`src/rtl/spi_xfer_scheduler_pkg.sv`:
```
// Shared types and sizing for the SPI transaction scheduler.
// Holds the FSM encoding, byte limits and counter widths.
package spi_xfer_scheduler_pkg;

   typedef enum logic [2:0] {
      S_IDLE,
      S_SETUP,
      S_LOAD,
      S_WAIT,
      S_RESP,
      S_GAP
   } state_t;

   localparam int MAX_BYTES = 4;
   localparam int BCNT_W    = 3;
   localparam int TO_W      = 16;

   // Requested lengths above MAX_BYTES run as full-width transactions
   function automatic logic [BCNT_W-1:0] clamp_len(input logic [2:0] len);
      return (len > 3'(MAX_BYTES)) ? BCNT_W'(MAX_BYTES) : len;
   endfunction

endpackage

```
`src/rtl/spi_xfer_scheduler_arb.sv`:
```
// Two-way round-robin arbiter; the last-served pointer advances
// on the one-hot update strobe (the completion pulse).
module rr_arbiter2 (
   input  logic       clk,
   input  logic       reset,
   input  logic [1:0] i_req,
   input  logic [1:0] i_upd,
   output logic [1:0] o_gnt
);

   logic r_last;

   always_ff @(posedge clk or posedge reset) begin
      if (reset)
         r_last <= 1'b1;
      else if (|i_upd)
         r_last <= i_upd[1];
   end

   always_comb begin
      o_gnt = i_req;
      if (&i_req)
         o_gnt = r_last ? 2'b01 : 2'b10;
   end

endmodule

```
`src/rtl/spi_xfer_scheduler.sv`:
```
// Shares one byte-level SPI master between two clients, framing
// 1-4 byte transactions with per-client chip-select and gaps.
module spi_xfer_scheduler
   import spi_xfer_scheduler_pkg::*;
#(
   parameter int CS_SETUP = 2,
   parameter int CS_GAP   = 4,
   parameter int TIMEOUT  = 4096
) (
   input  logic        clk,
   input  logic        reset,
   input  logic [1:0]  req,
   input  logic [2:0]  len0,
   input  logic [2:0]  len1,
   input  logic [31:0] tx0,
   input  logic [31:0] tx1,
   output logic [1:0]  gnt,
   output logic [1:0]  ack,
   output logic        err,
   output logic [31:0] rx_data,
   output logic [1:0]  cs_n,
   output logic        m_start,
   output logic [7:0]  m_data_in,
   input  logic        m_busy,
   input  logic        m_done,
   input  logic [7:0]  m_data_out
);

   state_t            r_state;
   logic [1:0]        r_gnt;
   logic [1:0]        r_ack;
   logic [1:0]        r_cs_n;
   logic              r_err;
   logic              r_null;
   logic              r_m_start;
   logic [7:0]        r_m_data;
   logic [31:0]       r_rx_data;
   logic [31:0]       r_tx;
   logic [31:0]       r_rx;
   logic [BCNT_W-1:0] r_left;
   logic [TO_W-1:0]   r_cnt;
   logic [TO_W-1:0]   r_to;

   logic [1:0]        w_win;
   logic [BCNT_W-1:0] w_len;
   logic [31:0]       w_tx;
   logic [4:0]        w_sh;
   logic              w_fire;
   logic [31:0]       w_rx_next;

   rr_arbiter2 u_arb (
      .clk   (clk),
      .reset (reset),
      .i_req (req),
      .i_upd (r_ack),
      .o_gnt (w_win)
   );

   // tx is left-aligned at grant so the next byte is always [31:24]
   always_comb begin
      w_len     = clamp_len(w_win[1] ? len1 : len0);
      w_tx      = w_win[1] ? tx1 : tx0;
      w_sh      = {2'(3'(MAX_BYTES) - w_len), 3'b000};
      w_rx_next = {r_rx[23:0], m_data_out};
      w_fire    = !m_busy &&
                  ((r_state == S_LOAD) ||
                   (r_state == S_SETUP && r_cnt == '0));
   end

   always_ff @(posedge clk or posedge reset) begin
      if (reset) begin
         r_state   <= S_IDLE;
         r_gnt     <= 2'b00;
         r_ack     <= 2'b00;
         r_cs_n    <= 2'b11;
         r_err     <= 1'b0;
         r_null    <= 1'b0;
         r_m_start <= 1'b0;
         r_m_data  <= 8'h00;
         r_rx_data <= '0;
         r_tx      <= '0;
         r_rx      <= '0;
         r_left    <= '0;
         r_cnt     <= '0;
         r_to      <= '0;
      end else begin
         r_m_start <= 1'b0;
         r_ack     <= 2'b00;
         unique case (r_state)
            S_IDLE: begin
               if (|w_win) begin
                  r_gnt  <= w_win;
                  r_rx   <= '0;
                  r_tx   <= w_tx << w_sh;
                  r_left <= w_len;
                  if (w_len == '0) begin
                     r_null    <= 1'b1;
                     r_ack     <= w_win;
                     r_rx_data <= '0;
                     r_err     <= 1'b0;
                     r_state   <= S_RESP;
                  end else begin
                     r_null  <= 1'b0;
                     r_cs_n  <= ~w_win;
                     r_cnt   <= TO_W'(CS_SETUP - 1);
                     r_state <= S_SETUP;
                  end
               end
            end
            S_SETUP: begin
               if (r_cnt != '0)
                  r_cnt <= r_cnt - 1'b1;
               else
                  r_state <= S_LOAD;
            end
            S_LOAD: begin
            end
            S_WAIT: begin
               if (m_done) begin
                  r_rx   <= w_rx_next;
                  r_left <= r_left - 1'b1;
                  if (r_left == BCNT_W'(1)) begin
                     r_ack     <= r_gnt;
                     r_rx_data <= w_rx_next;
                     r_err     <= 1'b0;
                     r_state   <= S_RESP;
                  end else begin
                     r_state <= S_LOAD;
                  end
               end else if (r_to == '0) begin
                  r_ack     <= r_gnt;
                  r_rx_data <= r_rx;
                  r_err     <= 1'b1;
                  r_state   <= S_RESP;
               end else begin
                  r_to <= r_to - 1'b1;
               end
            end
            S_RESP: begin
               r_gnt  <= 2'b00;
               r_cs_n <= 2'b11;
               r_err  <= 1'b0;
               r_cnt  <= TO_W'(CS_GAP - 1);
               r_state <= r_null ? S_IDLE : S_GAP;
            end
            S_GAP: begin
               if (r_cnt != '0)
                  r_cnt <= r_cnt - 1'b1;
               else
                  r_state <= S_IDLE;
            end
            default: r_state <= S_IDLE;
         endcase
         if (w_fire) begin
            r_m_start <= 1'b1;
            r_m_data  <= r_tx[31:24];
            r_tx      <= {r_tx[23:0], 8'h00};
            r_to      <= TO_W'(TIMEOUT - 1);
            r_state   <= S_WAIT;
         end
      end
   end

   assign gnt       = r_gnt;
   assign ack       = r_ack;
   assign err       = r_err;
   assign rx_data   = r_rx_data;
   assign cs_n      = r_cs_n;
   assign m_start   = r_m_start;
   assign m_data_in = r_m_data;

endmodule

```
`config.mk`:
```
export PLATFORM = sky130hd
export DESIGN_NAME = spi_xfer_scheduler
export DESIGN_NICKNAME = d
export VERILOG_FILES = /design/src/rtl/spi_xfer_scheduler_pkg.sv /design/src/rtl/spi_xfer_scheduler_arb.sv /design/src/rtl/spi_xfer_scheduler.sv
export SDC_FILE = /design/constraint.sdc
export NUM_CORES = 1
export LEC_CHECK = 0
export CORE_UTILIZATION = 45
export DETAILED_ROUTE_END_ITERATION = 8
export PLACE_DENSITY = 0.69
export SLEW_MARGIN = 20
export SYNTH_ARGS = -nofsm -noshare
export SYNTH_HDL_FRONTEND = slang
export SYNTH_SLANG_ARGS = --single-unit
```
`constraint.sdc`:
```
create_clock -name clk -period 6.3 [get_ports clk]
set_input_delay 1.26 -clock clk [delete_from_list [all_inputs] [get_ports clk]]
set_output_delay 1.26 -clock clk [all_outputs]
set_load 0.01 [all_outputs]
```
### After elaboration in Yosys (flattened, before gate mapping)

Cells that the tools add are included.

* flip-flop bits (word level): 152
* input port bits: 84

* eq/ne operators: 20
* muxes and demuxes: 57
* add/sub/neg operators: 4
* shift-type cells: 1
* bitwise gates (word level): 1
* reductions and logical operators: 30
* order comparisons: 1

Operator list (number)
* 2-to-1 mux 32 bit: 11
* case mux 32 bit (2 select lines): 2
* 2-to-1 mux 16 bit: 7
* case mux 16 bit (3 select lines): 1
* 2-to-1 mux 3 bit: 13
* logical NOT 16 bit: 2
* left shift 32 x 5 -> 32 bit: 1
* subtractor 16 x 1 -> 16 bit, second input constant: 2
* 2-to-1 mux 2 bit: 10
* case mux 3 bit (6 select lines): 1
* nonzero test 16 bit: 1
* != test 3 bit, second input constant: 5
* AND reduction 5 bit: 3
* != test 2 bit, second input constant: 6
* case mux 2 bit (2 select lines): 3
* nonzero test 2 bit: 5
* AND reduction 3 bit: 3
* AND reduction 2 bit: 4
* 2-to-1 mux 1 bit: 7
* == test 3 x 1 -> 1 bit, second input constant: 2
* == test 3 x 2 -> 1 bit, second input constant: 2
* == test 3 bit, second input constant: 2
* logical NOT 3 bit: 2
* case mux 3 bit (2 select lines): 1
* 13 further kinds: 18

### Depth between registers and ports, before layout

Gate-level depths: netlist of run 1.

* depth in word-level cells: 10
* gate-level depth with buffers: 11
* mapped depth without buffers: 9

### Modules after synthesis

A second synthesis of run 1 with hierarchy kept.

* cell total of the unflattened synthesis: 815
* area, all modules: 8350.5 um^2

By module, submodules not included
* spi_xfer_scheduler: cells each 809, area each 8294.2 um^2, times used 1
* rr_arbiter2: cells each 6, area each 56.3 um^2, times used 1

### Least setup slack after synthesis of run 1

Ideal clock, no wire load.

* kind: input -> register
* start point: input port req[1]
* end point: register r_cnt[0]
* data arrival time: 3.561 ns
* buffers on the path: 3
* path slack: 2.614 ns
* stages: 11
* cells stage by stage: a21boi_1 > buf_2 > buf_1 > a31oi_1 > ha_1 > nand2b_1 > nor2_1 > o31a_1 > clkbuf_1 > nor3_1 > mux2_2

* cells in the longest elaborated chain, start to end: 8
* elaborated cells on any way between the ends: 10
* classes of those cells: order compare: 1; eq/ne: 2; mux: 3; reduce/logical: 4

RTL lines
* from (decl): RTL line spi_xfer_scheduler.sv:12 `input logic [1:0] req,`
* AND reduction 2 bit: RTL line spi_xfer_scheduler_arb.sv:22 `if (&i_req)`
* 2-to-1 mux 2 bit (*): RTL line spi_xfer_scheduler_arb.sv:22
* 2-to-1 mux 3 bit: RTL line spi_xfer_scheduler.sv:61 `w_len = clamp_len(w_win[1] ? len1 : len0);`
* > comparator 3 bit: RTL line spi_xfer_scheduler_pkg.sv:20 `return (len > 3'(MAX_BYTES)) ? BCNT_W'(MAX_BYTES) : len;`
* 2-to-1 mux 3 bit: RTL line spi_xfer_scheduler_pkg.sv:20
* logical NOT 3 bit: RTL line spi_xfer_scheduler.sv:96 `if (w_len == '0) begin`
* != test 2 bit (no line)
* AND reduction 4 bit (no line) (*)
* to (signal assigned): RTL line spi_xfer_scheduler.sv:105 `r_cnt <= TO_W'(CS_SETUP - 1);`
* to (signal assigned): RTL line spi_xfer_scheduler.sv:112 `r_cnt <= r_cnt - 1'b1;`
* to (signal assigned): RTL line spi_xfer_scheduler.sv:143 `r_cnt <= TO_W'(CS_GAP - 1);`
* to (decl): RTL line spi_xfer_scheduler.sv:41 `logic [TO_W-1:0] r_cnt;`

Every way passes the cells marked *; elsewhere a longest branch is shown, timed or not.
A chain may end at the register's enable or synchronous reset.

### Final worst setup path of run 1

* start point: input port req[1]
* end point: register r_tx[3]

* cells in the longest elaborated chain, start to end: 10
* elaborated cells on any way between the ends: 14
* classes of those cells: add/sub: 1; order compare: 1; shift: 1; mux: 7; reduce/logical: 4

RTL lines
* AND reduction 2 bit: RTL line spi_xfer_scheduler_arb.sv:22
* 2-to-1 mux 2 bit (*): RTL line spi_xfer_scheduler_arb.sv:22
* 2-to-1 mux 3 bit: RTL line spi_xfer_scheduler.sv:61
* > comparator 3 bit: RTL line spi_xfer_scheduler_pkg.sv:20
* 2-to-1 mux 3 bit: RTL line spi_xfer_scheduler_pkg.sv:20
* subtractor 1 x 2 -> 2 bit: RTL line spi_xfer_scheduler.sv:63 `w_sh = {2'(3'(MAX_BYTES) - w_len), 3'b000};`
* left shift 32 x 5 -> 32 bit: RTL line spi_xfer_scheduler.sv:94 `r_tx <= w_tx << w_sh;`
* 2-to-1 mux 32 bit: RTL line spi_xfer_scheduler.sv:91 `if (|w_win) begin`
* 2-to-1 mux 32 bit: RTL line spi_xfer_scheduler.sv:89 `unique case (r_state)`
* 2-to-1 mux 32 bit: RTL line spi_xfer_scheduler.sv:154 `if (w_fire) begin`
* to (signal assigned): RTL line spi_xfer_scheduler.sv:94
* to (signal assigned): RTL line spi_xfer_scheduler.sv:157 `r_tx <= {r_tx[23:0], 8'h00};`
* to (decl): RTL line spi_xfer_scheduler.sv:38 `logic [31:0] r_tx;`

Every way passes the cells marked *; elsewhere a longest branch is shown, timed or not. The select of a mux whose other input is x is not followed.

==> run summary, run 1 <==
The filler cell count in the final layout came out at 1393. The net switching power is 1610 uW. The largest voltage drop on the vdd net is 0.000258 V. Pin placement for this block handled 132 I/O pins. The critical path ends at r_tx[3]$_DFFE_PP0P_. On the worst path, the slowest cell contributes a delay of 0.83 ns. The share of power burned in combinational logic is 37.5%. The startpoint identified for the worst register-to-register timing path is u_arb.r_last$_DFFE_PP1P_. The fraction of power spent switching nets came out at 38.2%. In the detailed route, the total length drawn on met2 is 9.47 mm. Across all register-to-register paths, the minimum setup slack is 2.70 ns. Before CTS, the worst setup slack after placement is 1.28 ns. Counting every instance in the synthesized netlist gives 743. The average cell area after synthesis came out at 10.6 sq um. The floorplan die area is 18100 sq um. For this run, design rule violations remaining after detail routing come to 0. The upper clock frequency limit came out at 212 MHz. The wire length of the first global-routing pass is 33.5 mm. The setup path with the least slack is of type in2reg. The total number of yosys warnings came out at 0. The number of flops mapped to enable cells by yosys is 0. Traced cell by cell, the critical path runs through clkdlybuf4s50_1 -> a21boi_4 -> buf_4 -> nor3b_1 -> a31oi_1 -> ha_1 -> nor2_1 -> nand2_1 -> o2bb2ai_1. The top fanout value on the critical path came out at 20. In this run the static leakage power is 0.00432 uW. TritonCTS built the clock tree. The sequential cell fraction of total power is 37.4%. The worst path in the final design needs a cycle of 4.71 ns, including I/O delays and setup.

The unique cell type count in the Yosys netlist is 63. The worst path arrival time is 5.05 ns. The number of global-route vias before repair came out at 6669. The final RePlAce weighted congestion came out at 0.917. The number of H-tree levels is 4. The maximum clock skew at final layout came out at 0.0103 ns. The internal power contribution is 2610 uW. The highest signal layer in the routed design is met4.

After routing, the total negative slack on setup checks comes to 0 ns. The pin count of the biggest net entering global routing came out at 110. The max-capacitance violation count is 0. The root buffer cell chosen for the clock tree is sky130_fd_sc_hd__clkbuf_16. From left edge to right edge, the die measures 134 um. The path category of the worst min-delay check is reg2reg.

The detailed placement HPWL is 13.8 mm. The initial cell density of the core came out at 45.8%. The area growth from synthesis to layout came out at 26.5%. The total nets after synthesis came out at 833. The worst path uses 74.7% of the clock period. The number of antenna violations at the first check in global routing came out at 0. The longest clock path from root to sink contains 2 buffers. Measured against its own limit, the worst slew margin works out to 27.5%. The run finished with clean final reports. The post-detailed-route via-to-cell ratio is 5.94. The largest delay contributor family on the critical path is simple AND/OR/NAND/NOR gates. Hold is met by 0.467 ns. The number of search-and-repair iterations in the first detailed-routing pass is 6. Setup repair after global routing left no endpoint under its margin. The number of cell rows is 48. At the pin with the least slew margin, the transition time is 1.09 ns.

Total power for the finished layout comes to 4210 uW. The via count is 6462. The cell count of the worst reg-to-reg path is 8. The core area came out at 17200 sq um.

The number of nets with antenna violations after routing came out at 0. The combined buffer and inverter count along the critical path is 2. STA classifies the critical path startpoint as an input port. The total number of cells along the worst setup path is 9. The met3 wirelength from detailed routing is 979 um. The most instantiated flip-flop cell in the synthesis netlist is sky130_fd_sc_hd__dfrtp_1. The total clock sinks is 152.

The final wirelength came out at 20.1 mm. The overall overflow remaining after global route came out at 0. The cell area after synthesis came out at 7900 sq um. In the final routed layout, each cell accounts on average for 18.5 um. The final max-slew violation count came out at 0. The final hold violation count is 0. The slowest stage of the critical path is the sky130_fd_sc_hd__nor2_1 cell.

The post-route met1 wirelength is 9.13 mm. The critical register-to-register path endpoint is r_tx[3]$_DFFE_PP0P_. The cts-stage hold buffer count is 0.

The kind of capture point of the worst setup path is a register. The sequential element share of the synthesized area came out at 48.2%. The overall fraction of global-route tracks in use came out at 23.4%. The clock share of power came out at 25.0%.

The fraction of the core area covered by cells at the end of the flow came out at 57.9%. Counting flops with an async set or reset pin after synthesis yields a share of 100%. The number of antenna cells inserted is 0. The final count of negative-setup-slack endpoints is 0. For this run, the post-layout net count is 940. The number of clock buffers added by TritonCTS is 17. The setup fix buffers added after clock tree synthesis is 0. The power density relative to cell area is 422 nW/um^2. The port buffer count is 131.

The clock transition at the register clock pins on the worst setup and hold paths after CTS is 0.07 ns. The critical path launch point is req[1]. The number of resized instances in the post-cts repair step came out at 0. The fraction of layout instances using a drive strength above 1 came out at 7.88%. The number of DRC violations after detailed-routing iteration 0 came out at 556. The post-route worst setup slack came out at 1.59 ns. The die extent in y came out at 134 um. The register bit count reported by yosys is 152. The area of the multi-input gates came out at 3820 sq um.

STA puts the critical path data required time at 6.64 ns. Across the whole layout, storage elements account for 3810 sq um. The clock reaches the later pin of the worst-skew pair after 0.43 ns.
-- routing by layer --
| layer | up-vias | global-route usage (%) |
|---|---|---|
| met2 | 204 | 37.8 |
| met3 | 42 | 4.65 |
| li1 | 3022 | - |
| met1 | 3194 | 30.7 |
| met4 | 0 | 10.2 |
| met5 | - | 0 |
-- cells in the final DEF (no fill, tap or decap), drive strengths merged, types with 11 or more instances in the layout --
cell / count
a211oi: 11
a21oi: 15
a221o: 15
a22o: 38
buf: 12
clkbuf: 17
clkdlybuf4s50: 130
dfrtp: 149
inv: 22
mux2i: 90
nand2: 83
nand2b: 12
nand3: 13
nor2: 30
nor2b: 15
nor3: 16
nor4: 11
o21ai: 14
o2bb2ai: 39
or4: 15
-- cell type report --
class                           count  share of cell area (%)
Multi-Input combinational cell    522                    38.3
Sequential cell                   152                    38.1
Timing Repair Buffer              142                    13.9
Clock buffer                       17                    4.26
Tap cell                          225                    2.82
Clock inverter                     15                    1.95
Inverter                           15                   0.626
-- power by group through the flow --
stage / logic (uW) / registers, uW / clock network, uW
2_1_floorplan: 1060 / 1530 / 0
3_3_place_gp: 1530 / 1570 / 0
3_5_place_dp: 1580 / 1580 / 0
4_1_cts: 1580 / 1570 / 1070
5_1_grt: 1730 / 1620 / 1120
6_report: 1580 / 1580 / 1060
-- worst min path at each step --
| stage | startpoint | endpoint | slack, ns | depth (start not counted) |
|---|---|---|---|---|
| 2_1_floorplan | r_tx[30]$_DFFE_PP0P_ | m_data_in[6]$_DFFE_PP0P_ | 0.45 | 2 |
| 3_3_place_gp | ack[1]$_DFF_PP0_ | u_arb.r_last$_DFFE_PP1P_ | 0.44 | 1 |
| 3_5_place_dp | m_data_in[5]$_DFFE_PP0P_ | m_data_in[5]$_DFFE_PP0P_ | 0.46 | 2 |
| 4_1_cts | m_data_in[5]$_DFFE_PP0P_ | m_data_in[5]$_DFFE_PP0P_ | 0.47 | 2 |
| 5_1_grt | r_tx[12]$_DFFE_PP0P_ | r_tx[12]$_DFFE_PP0P_ | 0.50 | 1 |
| 6_report | m_data_in[5]$_DFFE_PP0P_ | m_data_in[5]$_DFFE_PP0P_ | 0.47 | 2 |
-- state kept, by name, summed over array words and instances (netlist names), 2 cells and up --
register   cells
ack            2
cs_n           2
gnt            2
m_data_in      8
r_cnt         16
r_left         3
r_rx          32
r_state        3
r_to          16
r_tx          32
rx_data       32
-- synth_stat cells (4+ instances only) --
master	n	area share (%)
sky130_fd_sc_hd__a22o_1	38	4.2
sky130_fd_sc_hd__mux2i_1	90	11
sky130_fd_sc_hd__nor2_1	28	1.3
sky130_fd_sc_hd__nand3_1	13	0.82
sky130_fd_sc_hd__o32ai_1	5	0.55
sky130_fd_sc_hd__a211oi_1	11	1.0
sky130_fd_sc_hd__clkbuf_1	33	1.6
sky130_fd_sc_hd__nor2b_1	15	1.2
sky130_fd_sc_hd__o21ai_0	13	0.82
sky130_fd_sc_hd__xor2_1	5	0.55
sky130_fd_sc_hd__or3_1	9	0.71
sky130_fd_sc_hd__ha_1	6	0.95
sky130_fd_sc_hd__mux2_2	7	1.0
sky130_fd_sc_hd__a31oi_1	6	0.48
sky130_fd_sc_hd__a21o_1	10	0.95
sky130_fd_sc_hd__a221o_1	15	1.9
sky130_fd_sc_hd__nor3_1	15	0.95
sky130_fd_sc_hd__nand2_1	83	3.9
sky130_fd_sc_hd__o31ai_1	7	0.67
sky130_fd_sc_hd__nand2b_1	12	0.95
sky130_fd_sc_hd__dfrtp_1	149	47
sky130_fd_sc_hd__a32o_1	8	1.0
sky130_fd_sc_hd__a21oi_1	15	0.95
sky130_fd_sc_hd__o2bb2ai_1	39	4.3
sky130_fd_sc_hd__inv_1	13	0.62
sky130_fd_sc_hd__nor4_1	11	0.87
sky130_fd_sc_hd__o211ai_1	4	0.38
sky130_fd_sc_hd__or4_1	14	1.3
sky130_fd_sc_hd__buf_2	6	0.38
sky130_fd_sc_hd__buf_1	12	0.57
sky130_fd_sc_hd__and3_1	6	0.48
-- cell families (layout without fill, tap and decap cells) --
logic type               after synthesis  after routing  synth area share (%)
AO/OA/AOI/OAI                        188            188                  19.1
buffers and inverters                 69            189                  3.58
multiplexers                          99             99                  13.0
XOR/XNOR                               8              8                 0.887
adder cells (fa/ha/maj)                6              6                 0.951
flip-flops                           152            152                  48.2
AND/OR/NAND/NOR                      221            221                  14.3
-- metrics by stage --
| stage | cell area [sq um] | cells |
|---|---|---|
| 2_1_floorplan | 7900 | 743 |
| 3_3_place_gp | 9370 | 1056 |
| 3_5_place_dp | 9370 | 1056 |
| 4_1_cts | 9990 | 1088 |
| 5_1_grt | 9990 | 1088 |
| 6_report | 9990 | 1088 |
-- worst min-delay path, cell delays in order (launching register included) --
cell and delay [ns]:
sky130_fd_sc_hd__dfrtp_1 0.34, sky130_fd_sc_hd__nand2_1 0.05, sky130_fd_sc_hd__nand2_1 0.04
No activity file was read; power rests on OpenSTA's default activity.
==> inputs of run 2 (changes only) <==
--- a/config.mk
+++ b/config.mk
@@ -7,7 +7,7 @@
 export LEC_CHECK = 0
 export CORE_UTILIZATION = 45
 export DETAILED_ROUTE_END_ITERATION = 8
-export PLACE_DENSITY = 0.69
+export PLACE_DENSITY = 0.72
 export SLEW_MARGIN = 20
 export SYNTH_ARGS = -nofsm -noshare
 export SYNTH_HDL_FRONTEND = slang
==> constraint.sdc (replaced) <==
create_clock -name clk -period 3.9 [get_ports clk]
set_input_delay 0.78 -clock clk [delete_from_list [all_inputs] [get_ports clk]]
set_output_delay 0.78 -clock clk [all_outputs]
set_load 0.01 [all_outputs]
==> run summary, run 2 (synthesized netlist as in run 1, its figures left out) <==
The flow ran to the end, and the final reports show no timing, DRC or antenna violations. The clock transition at the register clock pins on the worst setup and hold paths after CTS is 0.07 ns (about the same). The clock tree from TritonCTS is built. The top-level port count is 132 (unchanged). The max-capacitance violation count is 0 (unchanged). The port buffer count came to 131 (unchanged). The cell area after layout came out at 10100 sq um (+1.3%). The overall fraction of global-route tracks in use was 23.2% (-0.23 points). The number of resized instances in the post-cts repair step came out at 0 (unchanged). The setup total negative slack is 0 ns (unchanged). The post-detailed-route via-to-cell ratio was 5.74 (-3.4%). The fraction of layout instances using a drive strength above 1 came out at 9.14% (+1.3 points). The number of search-and-repair iterations in the first detailed-routing pass came out at 5 (-1).

The number of DRC violations after detailed-routing iteration 0 is 318 (-43%). The number of buffers inserted during clock tree synthesis came out at 17 (unchanged). The die extent in y came out at 134 um (unchanged). The setup fix buffers added after clock tree synthesis is 0 (unchanged). The worst slew margin relative to its limit came out at 42.9% (+15 points). The floorplan die area came out at 18100 sq um (unchanged). The pin count of the biggest net entering global routing came out at 75 (-32%). The amount of wire on met2 after detailed routing came to 9.12 mm (-3.7%). The area growth from synthesis to layout is 28.1%.

The die outline width came out at 134 um (unchanged). The library cell used most frequently in the layout, excluding fill and tap cells, is sky130_fd_sc_hd__dfrtp_1. The net total in the final layout came out at 952 (+1.3%). The final count of negative-setup-slack endpoints is 0 (unchanged).

The filler cell count in the final layout came out at 1430 (+2.7%). The critical path in this run is classified as in2reg. The via count is 6313 (-2.3%). The final hold violation count was 0 (unchanged). The data required time of the critical path is 4.22 ns (-2.42 ns). The wire length of the first global-routing pass came out at 32.7 mm (-2.3%). The post-detailed-placement cell area is 9490 sq um (+1.3%).

The final RePlAce weighted congestion came out at 0.836 (-8.8%). The upper clock frequency limit came out at 316 MHz. The clock insertion delay at the later pin of the skew report is 0.43 ns (about the same).

The number of antenna cells inserted came out at 0 (unchanged). The largest voltage drop on the vdd net came out at 0.000416 V (+61%). Setup repair after global routing left no endpoint under its margin. The worst setup path is launched from an input port. The number of nets with antenna violations after routing came out at 0 (unchanged).

The power density relative to cell area is 674 nW/um^2 (+60%). The worst-case clock buffer depth came out at 2 (unchanged). Signal routing reaches up to met4. The final wirelength came to 19.5 mm (-3.1%). The total leakage power came out at 0.00438 uW (+1.5%). The met3 wirelength from detailed routing was 1.11 mm (+13%). The post-route met1 wirelength came out at 9.05 mm (-0.82%). Counting I/O delays and the setup requirement, the final critical path takes 3.16 ns.

The part of the cycle the worst path needs came out at 81.1%. The final max-slew violation count is 0 (unchanged). The cts-stage hold buffer count is 0 (unchanged). The overall overflow remaining after global route is 0 (unchanged). The maximum clock skew at final layout is 0.0104 ns (+0.0000858 ns). The worst-margin pin slew is 0.856 ns (-0.232 ns). The kind of capture point of the worst setup path is a register. The total clock sinks is 152 (unchanged). The number of global-route vias before repair is 6304 (-5.5%).

The number of antenna violations at the first check in global routing came out at 0 (unchanged). In the layout the commonest cells are sky130_fd_sc_hd__dfrtp_1 (149), sky130_fd_sc_hd__clkdlybuf4s50_1 (130), sky130_fd_sc_hd__mux2i_1 (90), sky130_fd_sc_hd__nand2_1 (83), sky130_fd_sc_hd__o2bb2ai_1 (39). The average detailed-routed wire length per instance came out at 17.7 um (-4.1%). The tree is rooted in a sky130_fd_sc_hd__clkbuf_16. The initial cell density of the core came to 45.8% (unchanged). The worst hold path belongs to the class reg2reg.

The detailed placement HPWL is 13.1 mm (-5.4%). The number of H-tree levels is 4 (unchanged). The worst path arrival time is 3.48 ns (-1.57 ns).

The core area was 17200 sq um (unchanged). The number of cell rows came to 48 (unchanged). The top fanout value on the critical path is 32 (+60%). The post-route DRC violation count is 0 (unchanged).
-- run 2: worst max-delay path, cell delays in order --
cell,delay (ns)
sky130_fd_sc_hd__clkdlybuf4s50_1,0.50
sky130_fd_sc_hd__a21boi_4,0.28
sky130_fd_sc_hd__mux2_2,0.42
sky130_fd_sc_hd__inv_1,0.09
sky130_fd_sc_hd__ha_1,0.17
sky130_fd_sc_hd__nand2b_1,0.09
sky130_fd_sc_hd__mux2_2,0.30
sky130_fd_sc_hd__o21ai_0,0.20
sky130_fd_sc_hd__nand3_1,0.10
sky130_fd_sc_hd__buf_4,0.28
sky130_fd_sc_hd__a32o_1,0.25
-- run 2: worst paths after layout --
| check | depth (start not counted) | to | slack [ns] | start |
|---|---|---|---|---|
| worst max-delay path | 11 | rx_data[31]$_DFFE_PP0P_ | 0.74 | req[1] |
| worst min-delay path | 2 | m_data_in[6]$_DFFE_PP0P_ | 0.47 | m_data_in[6]$_DFFE_PP0P_ |
| worst max register to register | 9 | r_tx[14]$_DFFE_PP0P_ | 1.12 | r_cnt[0]$_DFFE_PP0P_ |
| worst min register to register | 2 | m_data_in[6]$_DFFE_PP0P_ | 0.47 | m_data_in[6]$_DFFE_PP0P_ |
| max in group asynchronous | 3 | u_arb.r_last$_DFFE_PP1P_ | 2.60 | reset |
| min in group asynchronous | 2 | r_cnt[2]$_DFFE_PP0P_ | 0.65 | reset |
-- run 2: through the flow --
step | worst slack [ns] | instances | util, % | hold WS [ns] | power (uW)
final | 0.737 | 1100 | 58.7 | 0.467 | 6810
after floorplan | 0.694 | 743 | - | 0.446 | 4190
after global routing | 0.583 | 1100 | 58.7 | 0.493 | 7250
after CTS | 0.780 | 1100 | 58.7 | 0.475 | 6860
after detailed placement | 0.336 | 1068 | 55.1 | 0.460 | 5130
after global placement | 0.412 | 1068 | 55.1 | 0.436 | 5080
-- run 2: area by class of cell --
class / instances / area, sq um / area share (%)
multi-input cells: 522 / 3820 / 37.8
flip-flops and latches: 152 / 3810 / 37.7
repair buffers: 154 / 1520 / 15.0
clock buffers: 17 / 425 / 4.21
well taps: 225 / 282 / 2.78
clock inverters: 15 / 195 / 1.93
inverters: 15 / 61.3 / 0.606
-- run 2: per-layer routing --
| metal | global-route usage, % | vias to the layer above |
|---|---|---|
| li1 | - | 3044 |
| met1 | 31.9 | 3078 |
| met2 | 36.6 | 177 |
| met3 | 5.89 | 14 |
| met4 | 6.05 | 0 |
| met5 | 0 | - |
-- run 2: power breakdown --
part	internal (uW)	switching, uW
logic	1210	1370
registers	2100	427
clock network	929	770
total	4250	2570
